[config.mk]
export PLATFORM = sky130hd
export DESIGN_NAME = pc_ctrl
export DESIGN_NICKNAME = d
export VERILOG_FILES = /design/src/rtl/pc_ctrl.sv
export SDC_FILE = /design/constraint.sdc
export NUM_CORES = 1
export LEC_CHECK = 0
export CORE_MARGIN = 2
export CORE_UTILIZATION = 43
export DETAILED_ROUTE_END_ITERATION = 10
export PLACE_DENSITY_LB_ADDON = 0.08
export SLEW_MARGIN = 40
export SYNTH_ARGS = -nofsm -noshare
export SYNTH_HDL_FRONTEND = slang
export SYNTH_SLANG_ARGS = --single-unit
[constraint.sdc]
create_clock -name clk -period 5.6 [get_ports clk]
set_input_delay 1.12 -clock clk [delete_from_list [all_inputs] [get_ports clk]]
set_output_delay 1.12 -clock clk [all_outputs]
set_load 0.03 [all_outputs]
[src/rtl/pc_ctrl.sv]
// PC sequencing controller: boots the PC register, fetches through a ready/req handshake,
// and applies trap/jump/branch redirects, holding one pending redirect while a fetch is outstanding.
module pc_ctrl #(
  parameter logic [31:0] RESET_PC = 32'h0000_0000,
  parameter logic [31:0] TRAP_VEC = 32'h0000_0008
) (
  input  logic        clk,
  input  logic        rst,
  input  logic        start,
  input  logic [31:0] pc_cur,
  output logic        pc_ena,
  output logic [31:0] pc_next,
  output logic        imem_req,
  output logic [31:0] imem_addr,
  input  logic        imem_ready,
  input  logic        stall,
  input  logic        br_taken,
  input  logic [31:0] br_target,
  input  logic        jmp,
  input  logic [31:0] jmp_target,
  input  logic        trap,
  output logic        fetch_valid,
  output logic [31:0] fetch_pc,
  output logic [1:0]  state
);

  localparam logic [1:0] ST_IDLE  = 2'd0;
  localparam logic [1:0] ST_BOOT  = 2'd1;
  localparam logic [1:0] ST_FETCH = 2'd2;
  localparam logic [1:0] ST_STALL = 2'd3;

  logic [1:0]  state_r, state_nxt_s;
  logic        pend_vld_r, pend_vld_nxt_s;
  logic        pend_trap_r, pend_trap_nxt_s;
  logic [31:0] pend_tgt_r, pend_tgt_nxt_s;

  logic        redir_s;
  logic [31:0] redir_tgt_s;
  logic        take_new_s;
  logic        merged_vld_s;
  logic        merged_trap_s;
  logic [31:0] merged_tgt_s;

  function automatic logic [31:0] word_align(input logic [31:0] addr);
    return {addr[31:2], 2'b00};
  endfunction

  // Select this cycle's redirect and fold it into the pending one; a held trap outranks later jmp/br.
  always_comb begin
    redir_s = trap | jmp | br_taken;
    if (trap) begin
      redir_tgt_s = word_align(TRAP_VEC);
    end else if (jmp) begin
      redir_tgt_s = word_align(jmp_target);
    end else if (br_taken) begin
      redir_tgt_s = word_align(br_target);
    end else begin
      redir_tgt_s = 32'h0000_0000;
    end
    take_new_s    = redir_s & ~(pend_vld_r & pend_trap_r & ~trap);
    merged_vld_s  = pend_vld_r | redir_s;
    merged_trap_s = take_new_s ? trap : pend_trap_r;
    merged_tgt_s  = take_new_s ? redir_tgt_s : pend_tgt_r;
  end

  // Next-state and output decode; every output is zero in IDLE, which reset forces asynchronously.
  always_comb begin
    state_nxt_s     = state_r;
    pend_vld_nxt_s  = pend_vld_r;
    pend_trap_nxt_s = pend_trap_r;
    pend_tgt_nxt_s  = pend_tgt_r;
    pc_ena          = 1'b0;
    pc_next         = 32'h0000_0000;
    imem_req        = 1'b0;
    imem_addr       = 32'h0000_0000;
    fetch_valid     = 1'b0;
    fetch_pc        = 32'h0000_0000;
    case (state_r)
      ST_IDLE: begin
        if (start) begin
          state_nxt_s = ST_BOOT;
        end else begin
          state_nxt_s = ST_IDLE;
        end
      end
      ST_BOOT: begin
        pc_ena      = 1'b1;
        pc_next     = RESET_PC;
        state_nxt_s = ST_FETCH;
      end
      ST_FETCH: begin
        imem_req  = 1'b1;
        imem_addr = pc_cur;
        if (imem_ready) begin
          pc_ena = 1'b1;
          if (merged_vld_s) begin
            pc_next = merged_tgt_s;
          end else begin
            fetch_valid = 1'b1;
            fetch_pc    = pc_cur;
            pc_next     = pc_cur + 32'd4;
          end
          pend_vld_nxt_s  = 1'b0;
          pend_trap_nxt_s = 1'b0;
          pend_tgt_nxt_s  = 32'h0000_0000;
          state_nxt_s     = stall ? ST_STALL : ST_FETCH;
        end else begin
          pend_vld_nxt_s  = merged_vld_s;
          pend_trap_nxt_s = merged_trap_s;
          pend_tgt_nxt_s  = merged_tgt_s;
          state_nxt_s     = ST_FETCH;
        end
      end
      ST_STALL: begin
        if (redir_s) begin
          pc_ena  = 1'b1;
          pc_next = redir_tgt_s;
        end else begin
          pc_ena  = 1'b0;
        end
        pend_vld_nxt_s  = 1'b0;
        pend_trap_nxt_s = 1'b0;
        pend_tgt_nxt_s  = 32'h0000_0000;
        state_nxt_s     = stall ? ST_STALL : ST_FETCH;
      end
      default: begin
        state_nxt_s = ST_IDLE;
      end
    endcase
  end

  // State and pending-redirect registers.
  always_ff @(posedge clk or negedge rst) begin
    if (!rst) begin
      state_r     <= ST_IDLE;
      pend_vld_r  <= 1'b0;
      pend_trap_r <= 1'b0;
      pend_tgt_r  <= 32'h0000_0000;
    end else begin
      state_r     <= state_nxt_s;
      pend_vld_r  <= pend_vld_nxt_s;
      pend_trap_r <= pend_trap_nxt_s;
      pend_tgt_r  <= pend_tgt_nxt_s;
    end
  end

  assign state = state_r;

endmodule

==> results.py, run 1 <==
metrics = {
    "outcome": {
        "status": "completed",
    },
    "routing": {
        "ant_nets": 0,
        "drc_errors": 0,
        "via_per_inst": 5.91,
        "dr.pass1.iters": 5,
        "drt-initial-drc-count": 448,
        "wire_per_inst_um": 18.6,
        "drt-total-wl_mm": 14.0,
        "via_count": 4432,
    },
    "critical_path": {
        "worst_setup_path_end_kind": "primary output",
        "path_class": "input port to primary output",
        "cpMostUsedCell": "buf_4",
        "worstPathCellList": "clkdlybuf4s50_1 > nor4_4 > buf_4 > nand2_1 > buf_4 > inv_1 > a22oi_1 > o21ai_0 > buf_12",
        "slowest_stage": "clkdlybuf4s50_1",
        "cp.required_ns": 4.48,
        "crit_buf_inv": 5,
        "r2r-start": "state[1]",
        "crit_path_start": "br_taken",
        "worst_path_dominant_cell_family": "buffers and inverters",
        "crit_fanout": 41,
        "r2r_slack_ns": 3.53,
        "worstRegToRegCells": 5,
        "reg2reg_to": "pend_tgt_r[29]",
        "endpoint": "pc_next[15]",
        "critPathArrivalTime_ns": 3.62,
        "cp-start-kind": "input port",
        "path_depth": 9,
        "cpPeakStageDelay_ns": 0.61,
    },
    "floorplanning": {
        "ioPinCount": 205,
        "die-area_mm2": 0.00927,
        "rows": 33,
        "dieWidth_um": 96.3,
        "start_util_pct": 44.4,
        "fp.dieH_um": 96.3,
        "core_area_mm2": 0.00826,
    },
    "synth": {
        "synth_seq_area_share_pct": 24.6,
        "synth_area_leaders": "dfrtp_1, a22oi_1, a22o_1",
        "synthFlopType": "dfrtp_1",
        "ys_ff_latch": 36,
        "yosysWarnings": 0,
        "syn-num-nets": 575,
        "synth_cell_types": 57,
        "avgSynthCellArea_um2": 7.79,
        "synth.most_common_cell": "nor2_1",
        "yosys.area.top_type": "dfrtp_1",
        "syn_inst": 470,
        "synth_top_area_share_pct": 24.6,
        "async_reset_ff_share_pct": 100,
        "synth_edf_count": 0,
        "syn_area_mm2": 0.00366,
        "synth_common_cells": "nor2_1, dfrtp_1, nand2_1",
    },
    "global_route": {
        "grt_pass1_vias": 4132,
        "grt_max_degree": 48,
        "gr-total-overflow": 0,
        "antenna_found_initial": 0,
        "grt_usage_pct": 29.7,
        "grt_pass1_wl_mm": 21.2,
    },
    "clocking": {
        "cts-resized-gates": 0,
        "cts_tree": "yes",
        "cts.path.max_buffers": 2,
        "post_cts_buffers": 0,
        "cts.sinks": 36,
        "cts_max_level": 2,
        "path_clk_slew_ns": 0.07,
        "insertion_delay_ns": 0.29,
        "cts_buffers": 5,
        "root_buffer": "clkbuf_8",
        "ctsHoldBuffers": 0,
    },
    "final_layout": {
        "antenna_cells": 0,
        "layout.cells.non_filler": 750,
        "final_net_count": 750,
        "area_growth_pct": 57.8,
        "drive_gt1_share_pct": 11.9,
    },
    "flow_run": {
        "drv_cap": 0,
    },
    "placed_design": {
        "hpwlAfterDp_mm": 10.5,
        "routabilityCongestion": 0.897,
        "port-buffer-count": 200,
        "dp.cells": 743,
    },
    "power_and_ir_drop": {
        "ir_drop_uv": 95.1,
        "power.density_mw_per_mm2": 154,
        "total_power_uw": 892,
        "p_leak_nw": 2.40,
    },
    "hold_path": {
        "hold_path.class": "flip-flop to flip-flop",
    },
    "sta": {
        "finalMaxSlewViolations": 0,
        "tightest_slew_ns": 0.702,
        "skew_ns": 0.00457,
        "rsz0062_at_grt": "no",
        "setup-tns-final_ns": 0,
        "hold_viol": 0,
        "hold_ws_ns": 0.497,
        "slew_headroom_pct": 53.1,
        "min_period_ns": 4.74,
        "setup_viol": 0,
        "max_freq_mhz": 211,
        "period_share_pct": 84.6,
    },
}
## sequential cells by signal, summed over array words and instances, names as in the netlist
signal,count
pend_tgt_r,32
pend_vld_r,1
state,2
pend_trap_r,1
## cells in the final DEF, fill, tap and decap left out, types with 4 or more instances in the layout
cell type | Yosys | routed
clkdlybuf4s50_1 | 0 | 165
nor2_1 | 41 | 41
dfrtp_1 | 36 | 36
nand2_1 | 35 | 35
buf_4 | 5 | 35
and2_1 | 34 | 34
a22oi_1 | 33 | 33
and3_1 | 32 | 31
a22o_1 | 28 | 28
a21oi_1 | 27 | 27
nand3_1 | 19 | 19
xor2_1 | 19 | 19
o21ai_0 | 13 | 13
o21ai_1 | 10 | 10
nor3_1 | 10 | 10
buf_12 | 0 | 9
inv_1 | 8 | 8
clkbuf_8 | 0 | 7
nand4_1 | 6 | 6
xnor2_1 | 6 | 6
o211ai_1 | 6 | 6
o21ai_2 | 6 | 6
mux2i_1 | 5 | 5
nand2b_1 | 4 | 4
nor4_1 | 4 | 4
## layer usage
layer | part of all wire [%] | vias up | global-route usage [%]
met3 | 9.9 | 17 | 6.26
met5 | 0 | - | 0
met4 | 1.5 | 0 | 6.81
met2 | 47 | 228 | 47.7
met1 | 42 | 2105 | 40.9
li1 | - | 2082 | -
## worst register-to-register path, stage by stage, from the launching register on
cell,delay (ns)
dfrtp_1,0.55
nor2b_4,0.59
nand2b_1,0.22
nor2_1,0.13
buf_4,0.30
a22o_1,0.22
## logic make-up after synthesis
group,Yosys count,share of synthesized area [%]
AND/OR/NAND/NOR,213,33.6
AO/OA/AOI/OAI,140,27.1
buffers and inverters,49,6.76
flip-flops,36,24.6
XOR/XNOR,25,5.98
multiplexers,6,1.67
adder cells (fa/ha/maj),1,0.341
## worst min path at each step
stage | start | endpoint | depth (start not counted)
2_1_floorplan | pend_tgt_r[19] | pend_tgt_r[19] | 2
3_3_place_gp | pend_tgt_r[31] | pend_tgt_r[31] | 2
3_5_place_dp | pend_tgt_r[1] | pend_tgt_r[1] | 1
4_1_cts | pend_tgt_r[31] | pend_tgt_r[31] | 2
5_1_grt | pend_tgt_r[1] | pend_tgt_r[1] | 1
6_report | pend_tgt_r[1] | pend_tgt_r[1] | 1
## power breakdown
part	internal, mW	total [mW]	switching, mW
logic	0.181	0.408	0.227
registers	0.269	0.276	0.00707
clock network	0.110	0.207	0.0977
## per-stage QoR
stage / util, % / setup WS (ns) / instance area (µm²)
2_1_floorplan: - / 1.71 / 3660
3_3_place_gp: 68.7 / 0.703 / 5670
3_5_place_dp: 68.8 / 0.891 / 5680
4_1_cts: 69.9 / 0.882 / 5770
5_1_grt: 70.0 / 0.655 / 5780
6_report: 70.0 / 0.863 / 5780
## area by class of cell
type | count | area, µm²
inverters | 8 | 30.0
fillers | 688 | 2480
multi-input cells | 385 | 2530
repair buffers | 209 | 2090
clock buffers | 7 | 96.3
well taps | 105 | 131
flip-flops and latches | 36 | 901
Note: power is estimated with default switching activity, not from simulation.
==> inputs of run 2 (changes only) <==
- CORE_UTILIZATION: 43 -> 36
- clock period: 5.6 -> 3.9 ns (I/O delays scaled with it)
==> results.py, run 2 (synthesis results as in run 1) <==
metrics = {
    "outcome": {
        "status": "completed",
    },
    "critical_path": {
        "cp-start-kind": "input port",
        "crit_fanout": 7,
        "critPathArrivalTime_ns": 2.98,
        "path_class": "input port to primary output",
        "cp.required_ns": 3.12,
        "worst_setup_path_end_kind": "primary output",
    },
    "routing": {
        "ant_nets": 0,
        "via_per_inst": 5.58,
        "wire_per_inst_um": 18.3,
        "drt-initial-drc-count": 391,
        "dr.pass1.iters": 5,
        "drc_errors": 0,
        "drt-total-wl_mm": 14.7,
        "via_count": 4478,
    },
    "global_route": {
        "grt_usage_pct": 26.0,
        "grt_pass1_wl_mm": 23.2,
        "gr-total-overflow": 0,
        "grt_pass1_vias": 4348,
        "grt_max_degree": 37,
        "antenna_found_initial": 0,
    },
    "clocking": {
        "cts_buffers": 5,
        "post_cts_buffers": 0,
        "ctsHoldBuffers": 0,
        "cts-resized-gates": 0,
        "cts.path.max_buffers": 2,
        "cts.sinks": 36,
        "cts_max_level": 2,
        "cts_tree": "yes",
        "path_clk_slew_ns": 0.08,
        "root_buffer": "clkbuf_8",
        "insertion_delay_ns": 0.30,
    },
    "placed_design": {
        "dp.cells": 794,
        "hpwlAfterDp_mm": 11.4,
        "dpl_cell_area_mm2": 0.00588,
        "port-buffer-count": 200,
        "routabilityCongestion": 0.876,
    },
    "power_and_ir_drop": {
        "power.density_mw_per_mm2": 225,
        "total_power_mw": 1.35,
        "p_leak_nw": 2.59,
        "ir_drop_uv": 222,
    },
    "floorplanning": {
        "dieWidth_um": 105,
        "start_util_pct": 37.3,
        "ioPinCount": 205,
        "die-area_mm2": 0.0110,
        "rows": 36,
        "fp.dieH_um": 105,
        "core_area_mm2": 0.00982,
    },
    "final_layout": {
        "fin_area_mm2": 0.00601,
        "multi_input_area_mm2": 0.00253,
        "antenna_cells": 0,
        "drive_gt1_share_pct": 19.7,
        "final_net_count": 773,
        "layout.cells.non_filler": 802,
        "area_growth_pct": 64.0,
        "layout_commonest_cell": "clkdlybuf4s50_1",
        "seq_area_um2": 901,
        "most-common-layout-cells": "clkdlybuf4s50_1, buf_4, nor2_1",
        "largest_register": "pend_tgt_r",
        "nFillCells": 887,
        "final_core_util_pct": 61.2,
        "largest_reg_flops": 32,
    },
    "sta": {
        "min_period_ns": 3.76,
        "max_freq_mhz": 266,
        "setup-tns-final_ns": 0,
        "setup_viol": 0,
        "hold_viol": 0,
        "skew_ns": 0.00948,
        "tightest_slew_ns": 0.518,
        "slew_headroom_pct": 65.4,
        "finalMaxSlewViolations": 0,
        "rsz0062_at_grt": "no",
        "period_share_pct": 96.4,
    },
    "hold_path": {
        "hold_path.class": "input port to asynchronous set/reset pin",
    },
    "flow_run": {
        "drv_cap": 0,
    },
}
-- run 2: cell types whose count changed in the layout (fill, tap and decap cells not counted), moves of 2 or more --
cell,previous run,this run
buf_4,35,82
clkdlybuf4s50_1,165,132
buf_12,9,15
clkbuf_8,7,5
dlymetal6s2s_1,0,2
-- run 2: metal layers --
layer  track usage [%]  vias up  part of all wire (%)
li1                  -     2126                     -
met1              35.2     2093                    43
met2              41.6      237                    45
met3              6.92       22                   9.7
met4              5.62        0                   1.9
met5                 0        -                     0
-- run 2: final cells by class --
type                    instances  area share (%)
multi-input cells             385            42.1
flip-flops and latches         36            15.0
well taps                     133            2.77
clock inverters                 2           0.583
clock buffers                   6            1.21
inverters                       8           0.562
repair buffers                232            37.7
-- run 2: path summary, 6_finish.rpt --
path	depth (start not counted)	start	end	slack, ns
worst max-delay path	6	pc_cur[2]	pc_next[17]	0.14
worst min-delay path	1	rst	state[0]	0.45
worst max register to register	7	pend_vld_r	pend_tgt_r[25]	2.15
worst min register to register	2	pend_tgt_r[31]	pend_tgt_r[31]	0.50
max in group asynchronous	1	rst	pend_tgt_r[23]	3.08
min in group clk	2	pend_tgt_r[31]	pend_tgt_r[31]	0.50
-- run 2: metrics by stage --
stage / hold slack, ns / worst slack [ns]
6_report: 0.453 / 0.139
5_1_grt: 0.480 / 0.0209
4_1_cts: 0.464 / 0.0491
3_5_place_dp: 0.476 / 0.0604
3_3_place_gp: 0.469 / 0.111
2_1_floorplan: 0.449 / 0.686
-- run 2: worst max-delay path, cell delays in order --
cell and delay (ns):
clkdlybuf4s50_1 0.64, nand4_2 0.24, or4_1 0.59, a21oi_1 0.31
o211ai_1 0.22, buf_12 0.19
-- run 2: report_power, final --
part,switching (mW),internal (mW)
registers,0.00946,0.386
clock network,0.149,0.190
logic,0.334,0.283
total,0.493,0.858
==> inputs of run 3 (changes only) <==
- TNS_END_PERCENT: not set -> 30
==> results of run 3 <==
No change in the layout: final DEF, timing and power equal those of run 2.
